`src/rtl/mem_stage_pkg.sv`:
```
// rtl/mem_stage_pkg.sv - shared types, icode classes and memory FSM states for the memory stage
package mem_stage_pkg;

    typedef logic [31:0] i32;
    typedef logic [5:0]  i6;
    typedef logic [4:0]  i5;
    typedef logic [3:0]  i4;
    typedef logic        i1;

    localparam i6 ICODE_NOP   = 6'd0;
    localparam i6 ICODE_SPE   = 6'd1;
    localparam i6 ICODE_ADDIU = 6'd2;
    localparam i6 ICODE_LW    = 6'd3;
    localparam i6 ICODE_SW    = 6'd4;
    localparam i6 ICODE_BEQ   = 6'd5;
    localparam i6 ICODE_LUI   = 6'd6;

    localparam i4 ACODE_ADD = 4'd0;
    localparam i4 ACODE_SUB = 4'd1;
    localparam i4 ACODE_AND = 4'd2;
    localparam i4 ACODE_OR  = 4'd3;

    localparam i32 DEFAULT_ADDR_ALIGN_MASK = 32'hFFFF_FFFC;

    typedef enum logic [1:0] {
        MS_IDLE = 2'd0,
        MS_REQ  = 2'd1,
        MS_WAIT = 2'd2,
        MS_DONE = 2'd3
    } mem_state_t;

    function automatic logic is_mem_op(input i6 icode);
        return (icode == ICODE_LW) || (icode == ICODE_SW);
    endfunction

endpackage

```
`src/rtl/mem_stage_dbus.sv`:
```
// rtl/mem_stage_dbus.sv - split-handshake data-bus controller: FSM, bus drive, read-data capture
module dbus_ctrl
    import mem_stage_pkg::*;
#(
    parameter logic [31:0] ADDR_ALIGN_MASK = 32'hFFFF_FFFC
) (
    input  logic        clk,
    input  logic        resetn,
    input  logic        start,
    input  logic        is_write,
    input  logic [31:0] addr,
    input  logic [3:0]  strobe,
    input  logic [31:0] wdata,
    output logic        dreq_valid,
    output logic [31:0] dreq_addr,
    output logic [3:0]  dreq_strobe,
    output logic [31:0] dreq_data,
    input  logic        dresp_addr_ok,
    input  logic        dresp_data_ok,
    input  logic [31:0] dresp_data,
    output logic        done,
    output logic [31:0] rdata
);

    mem_state_t  state_q, state_d;
    logic [31:0] rdata_q, rdata_d;

    always_ff @(posedge clk or negedge resetn) begin
        if (!resetn) begin
            state_q <= MS_IDLE;
            rdata_q <= 32'h0;
        end else begin
            state_q <= state_d;
            rdata_q <= rdata_d;
        end
    end

    // Responses only matter in REQ/WAIT; IDLE and DONE just follow the pipeline advance.
    always_comb begin
        state_d = state_q;
        rdata_d = rdata_q;
        case (state_q)
            MS_IDLE, MS_DONE: state_d = start ? MS_REQ : MS_IDLE;
            MS_REQ: begin
                if (dresp_addr_ok) begin
                    if (dresp_data_ok) begin
                        state_d = MS_DONE;
                        rdata_d = dresp_data;
                    end else begin
                        state_d = MS_WAIT;
                    end
                end
            end
            MS_WAIT: begin
                if (dresp_data_ok) begin
                    state_d = MS_DONE;
                    rdata_d = dresp_data;
                end
            end
            default: state_d = MS_IDLE;
        endcase
    end

    always_comb begin
        dreq_valid  = (state_q == MS_REQ);
        dreq_addr   = 32'h0;
        dreq_strobe = 4'h0;
        dreq_data   = 32'h0;
        if (dreq_valid) begin
            dreq_addr   = addr & ADDR_ALIGN_MASK;
            dreq_strobe = is_write ? strobe : 4'h0;
            dreq_data   = wdata;
        end
        done  = (state_q == MS_DONE);
        rdata = rdata_q;
    end

endmodule

```
`src/rtl/mem_stage.sv`:
```
// rtl/mem_stage.sv - MIPS memory stage: E/M pipeline register, data-bus access and writeback mux
module mem_stage
    import mem_stage_pkg::*;
#(
    parameter logic [31:0] ADDR_ALIGN_MASK = 32'hFFFF_FFFC
) (
    input  logic        clk,
    input  logic        resetn,
    input  logic [31:0] M_pc,
    input  logic [31:0] M_val3,
    input  logic [31:0] M_valt,
    input  logic [5:0]  M_icode,
    input  logic [4:0]  M_dst,
    input  logic [3:0]  M_req,
    input  logic        M_bubble,
    output logic        dreq_valid,
    output logic [31:0] dreq_addr,
    output logic [3:0]  dreq_strobe,
    output logic [31:0] dreq_data,
    input  logic        dresp_addr_ok,
    input  logic        dresp_data_ok,
    input  logic [31:0] dresp_data,
    output logic [31:0] m_pc,
    output logic [5:0]  m_icode,
    output logic [4:0]  m_dst,
    output logic [31:0] m_val,
    output logic        m_wen,
    output logic        m_stall
);

    logic [31:0] pc_q, pc_d;
    logic [31:0] val3_q, val3_d;
    logic [31:0] valt_q, valt_d;
    logic [5:0]  icode_q, icode_d;
    logic [4:0]  dst_q, dst_d;
    logic [3:0]  req_q, req_d;
    logic        bus_start;
    logic        bus_done;
    logic [31:0] bus_rdata;

    always_ff @(posedge clk or negedge resetn) begin
        if (!resetn) begin
            pc_q    <= 32'h0;
            val3_q  <= 32'h0;
            valt_q  <= 32'h0;
            icode_q <= 6'h0;
            dst_q   <= 5'h0;
            req_q   <= 4'h0;
        end else begin
            pc_q    <= pc_d;
            val3_q  <= val3_d;
            valt_q  <= valt_d;
            icode_q <= icode_d;
            dst_q   <= dst_d;
            req_q   <= req_d;
        end
    end

    // A stalled stage holds everything, including over a pending bubble request.
    always_comb begin
        pc_d    = pc_q;
        val3_d  = val3_q;
        valt_d  = valt_q;
        icode_d = icode_q;
        dst_d   = dst_q;
        req_d   = req_q;
        if (!m_stall) begin
            if (M_bubble) begin
                pc_d    = 32'h0;
                val3_d  = 32'h0;
                valt_d  = 32'h0;
                icode_d = ICODE_NOP;
                dst_d   = 5'h0;
                req_d   = 4'h0;
            end else begin
                pc_d    = M_pc;
                val3_d  = M_val3;
                valt_d  = M_valt;
                icode_d = M_icode;
                dst_d   = M_dst;
                req_d   = M_req;
            end
        end
    end

    assign bus_start = !m_stall && !M_bubble && is_mem_op(M_icode);

    dbus_ctrl #(
        .ADDR_ALIGN_MASK(ADDR_ALIGN_MASK)
    ) u_dbus (
        .clk          (clk),
        .resetn       (resetn),
        .start        (bus_start),
        .is_write     (icode_q == ICODE_SW),
        .addr         (val3_q),
        .strobe       (req_q),
        .wdata        (valt_q),
        .dreq_valid   (dreq_valid),
        .dreq_addr    (dreq_addr),
        .dreq_strobe  (dreq_strobe),
        .dreq_data    (dreq_data),
        .dresp_addr_ok(dresp_addr_ok),
        .dresp_data_ok(dresp_data_ok),
        .dresp_data   (dresp_data),
        .done         (bus_done),
        .rdata        (bus_rdata)
    );

    always_comb begin
        m_stall = is_mem_op(icode_q) && !bus_done;
        m_pc    = pc_q;
        m_icode = icode_q;
        m_dst   = dst_q;
        m_val   = (icode_q == ICODE_LW) ? bus_rdata : val3_q;
        m_wen   = (dst_q != 5'h0) && (icode_q != ICODE_SW) && !m_stall;
    end

endmodule

```
`config.mk`:
```
export PLATFORM = sky130hd
export DESIGN_NAME = mem_stage
export DESIGN_NICKNAME = d
export VERILOG_FILES = /design/src/rtl/mem_stage_pkg.sv /design/src/rtl/mem_stage_dbus.sv /design/src/rtl/mem_stage.sv
export SDC_FILE = /design/constraint.sdc
export NUM_CORES = 1
export LEC_CHECK = 0
export ABC_CLOCK_PERIOD_IN_PS = 3700
export CAP_MARGIN = 20
export CORE_UTILIZATION = 46
export DETAILED_ROUTE_END_ITERATION = 6
export GPL_TIMING_DRIVEN = 0
export MAX_ROUTING_LAYER = met4
export PLACE_DENSITY = 0.92
export SYNTH_ARGS = -nofsm -noshare
export SYNTH_HDL_FRONTEND = slang
export SYNTH_SLANG_ARGS = --single-unit
```
`constraint.sdc`:
```
create_clock -name clk -period 3.7 [get_ports clk]
set_input_delay 0.37 -clock clk [delete_from_list [all_inputs] [get_ports clk]]
set_output_delay 0.37 -clock clk [all_outputs]
set_load 0.02 [all_outputs]
```
==> impl_metrics.yaml, run 1 <==
hold_path:
  hold_class: "reg -> reg"
placement:
  port_buffers: 291
  place_ws_ns: 0.7902
  routabilityCongestion: 0.8098
  post_dp_cell_area_mm2: 0.009859
  dp_cells: 1163
  dp_hpwl_um: 15530
critical_path:
  max_stage_delay_ns: 0.56
  worst-endpoint-required_ns: 3.33
  slowest_stage: "clkdlybuf4s50_1"
  crit_fanout: 10
  cp-start-kind: "flop"
  cp.arrival_ns: 2.97
  crit_chain: "or3_1 > nor2_1 > buf_4 > mux2_2 > clkdlybuf4s50_1"
  critPathCaptureType: "output port"
  crit_type: "reg -> out"
synthesis:
  synth_top_family_by_area: "simple AND/OR/NAND/NOR gates"
  synth_top_area_share_pct: 54.25
  ys_ff_latch: 145
  synth_cell_type_count: 34
  ys_warn_count: 0
  synth.yosys.seq_area_share_pct: 54.25
  synth.avg_cell_area_um2: 9.694
  yosys.area_share.simple_pct: 20.09
  synth_compound_area_share_pct: 9.502
  netlist_area_mm2: 0.006689
  synthAdderAreaFrac_pct: 0.5612
  synth_area_leader_cell: "dfrtp_1"
  synthXorXnorAreaFrac_pct: 0
  synth_mux_area_share_pct: 10.94
  synth_area_leaders: "dfrtp_1 (54%), nand2_1 (12%), mux2_2 (11%), o21ai_0 (6.8%), and2_1 (6.5%)"
  synth_cells: 690
route:
  first_pass_iters: 4
  wl_um: 20670
  drc_errors: 0
  vias: 6101
  viasPerCell: 5.101
  drt_iter0_drc: 274
  ant_nets: 0
  wl_per_cell_um: 17.28
layout:
  fin_util_pct: 74.94
  n_antenna_cell: 0
  drive_gt1_share_pct: 12.20
  finish.net_count: 1154
  multiInputGateArea_mm2: 0.002756
  regArea_mm2: 0.003628
  final_cells: 1196
  fin_area_mm2: 0.01052
  fillers: 947
  area_growth_pct: 57.31
power_and_ir_drop:
  leakage_nw: 4.489
  power_density_mw_per_mm2: 542.1
  finalPower_mw: 5.705
  peakVddDrop_v: 0.0003435
floorplanning:
  start_util_pct: 47.63
  die_y_um: 122.6
  core_mm2: 0.01404
  die_area_mm2: 0.01503
  die_x_um: 122.6
  core.rowCount: 43
  ioPinCount: 294
timing:
  fin_skew_ns: 0.009172
  fin_tns_setup_ns: 0
  rsz0062_at_grt: "no"
  fin_crit_ns: 3.341
  report.final.slew_viol_count: 0
  final-setup-viol-count: 0
  hold_slack_ns: 0.4728
  tightest_slew_ns: 0.7084
  final.setup.worst_slack_ns: 0.3592
  period_share_pct: 90.29
  hold_viol_final: 0
  slew_headroom_pct: 52.77
  fmax_mhz: 299.3
global_route:
  grt_usage_pct: 29.15
  grt_pass1_wl_um: 31600
  antenna_found_initial: 0
  grt_max_degree: 81
  overflow: 0
  grt_pass1_vias: 6099
clocking:
  post_cts_buffers: 0
  clkSinkCount: 145
  clockRootBuffer: "clkbuf_16"
  clock_latency_ns: 0.41
  cts_buffers: 17
  path_clk_slew_ns: 0.06
  cts_tree: "yes"
  cts.path.max_buffers: 2
  cts-htree-levels: 4
status:
  status: "complete, no violations"
run:
  cap_violations: 0
-- path summary, 6_finish.rpt --
kind,start,to,slack (ns),depth (start not counted)
max in group asynchronous,resetn,m_icode[2]$_DFFE_PN0N_,2.38,3
min in group asynchronous,resetn,u_dbus.rdata[8]$_DFFE_PN0P_,0.52,2
hold reg to reg,valt_q[16]$_DFFE_PN0N_,valt_q[16]$_DFFE_PN0N_,0.47,2
setup / recovery,m_icode[3]$_DFFE_PN0N_,m_val[13],0.36,5
hold / removal,valt_q[16]$_DFFE_PN0N_,valt_q[16]$_DFFE_PN0N_,0.47,2
setup reg to reg,u_dbus.state_q[0]$_DFFE_PN0P_,val3_q[3]$_DFFE_PN0N_,1.46,8
-- state kept, by name, summed over array words and instances, names as in the netlist --
name / cells
m_icode: 6
val3_q: 32
u_dbus.state_q: 2
u_dbus.rdata: 32
m_dst: 5
req_q: 4
m_pc: 32
valt_q: 32
-- where the power goes --
part	leakage (nW)	total [mW]	switching (mW)	internal [mW]
clock network	0.323	1.89	0.642	1.24
logic	2.33	1.71	0.853	0.854
registers	1.84	2.11	0.187	1.92
total	4.49	5.70	1.68	4.02
-- final cells by class --
class	count	share of cell area, %
Tap cell	180	2.140
Multi-Input combinational cell	491	26.19
Inverter	5	0.1784
Clock inverter	11	1.736
Clock buffer	21	4.471
Timing Repair Buffer	293	28.05
Sequential cell	145	34.48
Buffer	50	2.747
-- timing repair --
action / in CTS / in global routing
endpoints found under the hold margin: 65 / 0
hold buffers: 1 / 0
gates resized for setup: 0 / 0
-- worst max-delay path: cells and delay by family (launching register included) --
kind / cells / cell delay, ns
buf+inv: 2 / 0.87
flops: 1 / 0.38
mux: 1 / 0.37
simple gates: 2 / 0.94
-- cells in the final DEF, fill, tap and decap left out, types with 3 or more instances in the layout --
cell type and n:
ha_1 3, clkdlybuf4s50_1 290, a21oi_1 5, buf_6 10
buf_2 7, and2_1 69, nand2_1 215, clkbuf_8 3
clkbuf_16 17, mux2_2 63, nor2_1 4, clkbuf_2 5
bufinv_16 5, o21ai_1 16, o21ai_0 91, clkinv_2 5
inv_1 5, dfrtp_1 145, buf_4 5, clkbuf_1 25
a31oi_1 3
-- per-layer routing --
| metal | routed length (µm) | vias up | global-route usage [%] |
|---|---|---|---|
| li1 | - | 2884 | - |
| met1 | 8110 | 2912 | 33.66 |
| met2 | 10420 | 270 | 48.84 |
| met3 | 1648 | 35 | 7.807 |
| met4 | 484 | 0 | 10.21 |
| met5 | 0 | - | - |
-- logic make-up after synthesis --
kind of cell             count (synthesis)
flip-flops                             145
multiplexers                            65
adder cells (fa/ha/maj)                  3
AO/OA/AOI/OAI                          121
other                                    1
AND/OR/NAND/NOR                        300
buffers and inverters                   55
-- cell usage after synthesis --
cell type,n
o21ai_0,91
nand4b_1,1
or3b_4,1
a21boi_0,1
nor2_1,4
or3_1,1
a21oi_1,5
a31oi_1,3
dfrtp_1,145
mux2_2,63
conb_1,1
nand2_1,215
buf_4,5
a21boi_4,1
nor3_1,1
ha_1,3
nand3b_1,2
clkbuf_2,5
o21ai_1,16
o22ai_1,1
inv_1,5
nand2b_1,2
mux2_1,2
or4_1,1
o22a_1,1
buf_6,9
a22oi_1,1
nor4b_1,1
and3b_1,1
buf_2,7
and2_1,69
clkbuf_1,24
nor4_1,1
o21a_1,1
No activity file was read; power rests on OpenSTA's default activity.
==> run 2, diff against run 1 <==
--- a/config.mk
+++ b/config.mk
@@ -5,13 +5,14 @@
 export SDC_FILE = /design/constraint.sdc
 export NUM_CORES = 1
 export LEC_CHECK = 0
-export ABC_CLOCK_PERIOD_IN_PS = 3700
+export ABC_CLOCK_PERIOD_IN_PS = 3300
 export CAP_MARGIN = 20
-export CORE_UTILIZATION = 46
+export CORE_UTILIZATION = 42
 export DETAILED_ROUTE_END_ITERATION = 6
 export GPL_TIMING_DRIVEN = 0
 export MAX_ROUTING_LAYER = met4
-export PLACE_DENSITY = 0.92
+export PLACE_DENSITY = 0.85
+export SLEW_MARGIN = 0
 export SYNTH_ARGS = -nofsm -noshare
 export SYNTH_HDL_FRONTEND = slang
 export SYNTH_SLANG_ARGS = --single-unit
==> constraint.sdc (replaced) <==
create_clock -name clk -period 3.3 [get_ports clk]
set_input_delay 0.33 -clock clk [delete_from_list [all_inputs] [get_ports clk]]
set_output_delay 0.33 -clock clk [all_outputs]
set_load 0.02 [all_outputs]
==> impl_metrics.yaml, run 2 (same netlist as run 1, synthesis figures left out) <==
status:
  status: "complete, no violations"
timing:
  fmax_mhz: 319.8
  final-setup-viol-count: 0
  fin_skew_ns: 0.008599
  period_share_pct: 94.76
  report.final.slew_viol_count: 0
  fin_tns_setup_ns: 0
  hold_slack_ns: 0.4550
  final.setup.worst_slack_ns: 0.1730
  slew_headroom_pct: 55.78
  hold_viol_final: 0
  rsz0062_at_grt: "no"
  tightest_slew_ns: 0.6633
  fin_crit_ns: 3.127
route:
  ant_nets: 0
  wl_um: 20840
  vias: 6089
  dr_wl_met2_um: 10510
  wl_per_cell_um: 16.98
  drt_iter0_drc: 200
  met1_length_um: 8315
  wl_met3_um: 1616
  highest_layer: "met4"
  first_pass_iters: 5
  drc_errors: 0
  viasPerCell: 4.963
clocking:
  post_cts_buffers: 0
  cts-htree-levels: 4
  cts_tree: "yes"
  clockRootBuffer: "clkbuf_16"
  clock_latency_ns: 0.41
  cts.path.max_buffers: 2
  path_clk_slew_ns: 0.06
  cts_buffers: 17
  clkSinkCount: 145
power_and_ir_drop:
  p_sw_mw: 1.879
  seq_power_share_pct: 37.8
  clkPwrFrac_pct: 31.7
  combinationalPowerShare_pct: 30.5
  p_int_mw: 4.378
  leakage_nw: 4.474
  peakVddDrop_v: 0.0003304
  swShare_pct: 30.03
  power_density_mw_per_mm2: 593.9
  finalPower_mw: 6.257
global_route:
  grt_usage_pct: 26.71
  grt_pass1_wl_um: 32080
  grt_pass1_vias: 6019
  grt_max_degree: 79
  overflow: 0
  antenna_found_initial: 1
critical_path:
  cp.depth: 5
  path_buf_inv: 2
  critPathCaptureType: "output port"
  cp.arrival_ns: 2.80
  reg2reg_depth: 8
  worst-endpoint-required_ns: 2.97
  max_stage_delay_ns: 0.56
  cp_top_family: "buffers and inverters"
  crit_chain: "or3_1 > nor2_2 > buf_4 > mux2_2 > clkdlybuf4s50_1"
  r2r_slack_ns: 1.22
  crit_path_end: "m_val[25]"
  rr_startpoint: "u_dbus.state_q[0]$_DFFE_PN0P_"
  crit_fanout: 10
  worstSetupStartpoint: "m_icode[3]$_DFFE_PN0N_"
  crit_type: "reg -> out"
  slowest_stage: "clkdlybuf4s50_1"
  cp-start-kind: "flop"
  r2r_end: "m_pc[31]$_DFFE_PN0N_"
floorplanning:
  ioPinCount: 294
  die_y_um: 128.2
  start_util_pct: 43.52
  die_area_mm2: 0.01644
  core_mm2: 0.01537
  core.rowCount: 45
  die_x_um: 128.2
layout:
  area_growth_pct: 57.52
  finish.net_count: 1154
  final_cell_mix: "clkdlybuf4s50_1 (290), nand2_1 (215), dfrtp_1 (145)"
  final_cells: 1227
  fin_util_pct: 68.55
  fin_area_mm2: 0.01054
  drive_gt1_share_pct: 12.71
  layout_commonest_cell: "clkdlybuf4s50_1"
hold_path:
  hold_class: "in -> reg"
placement:
  post_dp_cell_area_mm2: 0.009898
  routabilityCongestion: 0.8196
  dp_hpwl_um: 15500
  dp_cells: 1194
  place_ws_ns: 0.4205
  port_buffers: 291
run:
  cap_violations: 0
run 2: final cells by class:
cell class,instances,area (µm²)
Sequential cell,145,3628
Tap cell,211,264.0
Clock buffer,21,480.5
Antenna cell,1,2.502
Clock inverter,10,132.6
Buffer,50,292.8
Fill cell,1223,4835
Multi-Input combinational cell,491,2765
Timing Repair Buffer,293,2952
Inverter,5,18.77
run 2: power by group through the flow:
| stage | clock network, mW | registers [mW] | logic [mW] |
|---|---|---|---|
| global route | 2.11 | 2.41 | 2.07 |
| CTS | 2.02 | 2.36 | 1.93 |
| finish | 1.98 | 2.36 | 1.91 |
| detailed placement | 0 | 2.39 | 1.92 |
| global placement | 0 | 2.37 | 1.88 |
| floorplan | 0 | 2.40 | 0.989 |
run 2: tightest hold or removal path, cell delays in order:
cell             delay, ns
clkdlybuf4s50_1       0.39
nand2_1               0.06
o21ai_1               0.05
run 2: how the worst min path moves through the flow:
stage	cells past startpoint	end	from	slack, ns
detailed placement	1	u_dbus.rdata[3]$_DFFE_PN0P_	resetn	0.38
finish	3	req_q[1]$_DFFE_PN0N_	M_req[1]	0.45
global placement	2	valt_q[1]$_DFFE_PN0N_	valt_q[1]$_DFFE_PN0N_	0.45
global route	3	req_q[0]$_DFFE_PN0N_	M_req[0]	0.46
CTS	3	m_pc[28]$_DFFE_PN0N_	M_pc[28]	0.44
floorplan	0	m_dst[0]$_DFFE_PN0N_	resetn	0.03
run 2: layer usage:
layer  GRT usage, %  up-vias
met5              -        -
met4          8.927        0
met3          7.513       35
met2          44.74      268
met1          30.77     2899
li1               -     2887
run 2: repair_timing:
action / in CTS / in global routing
gates resized for setup: 1 / 7
hold buffers: 1 / 0
endpoints found under the hold margin: 67 / 0
setup endpoints to repair: 10 / 48
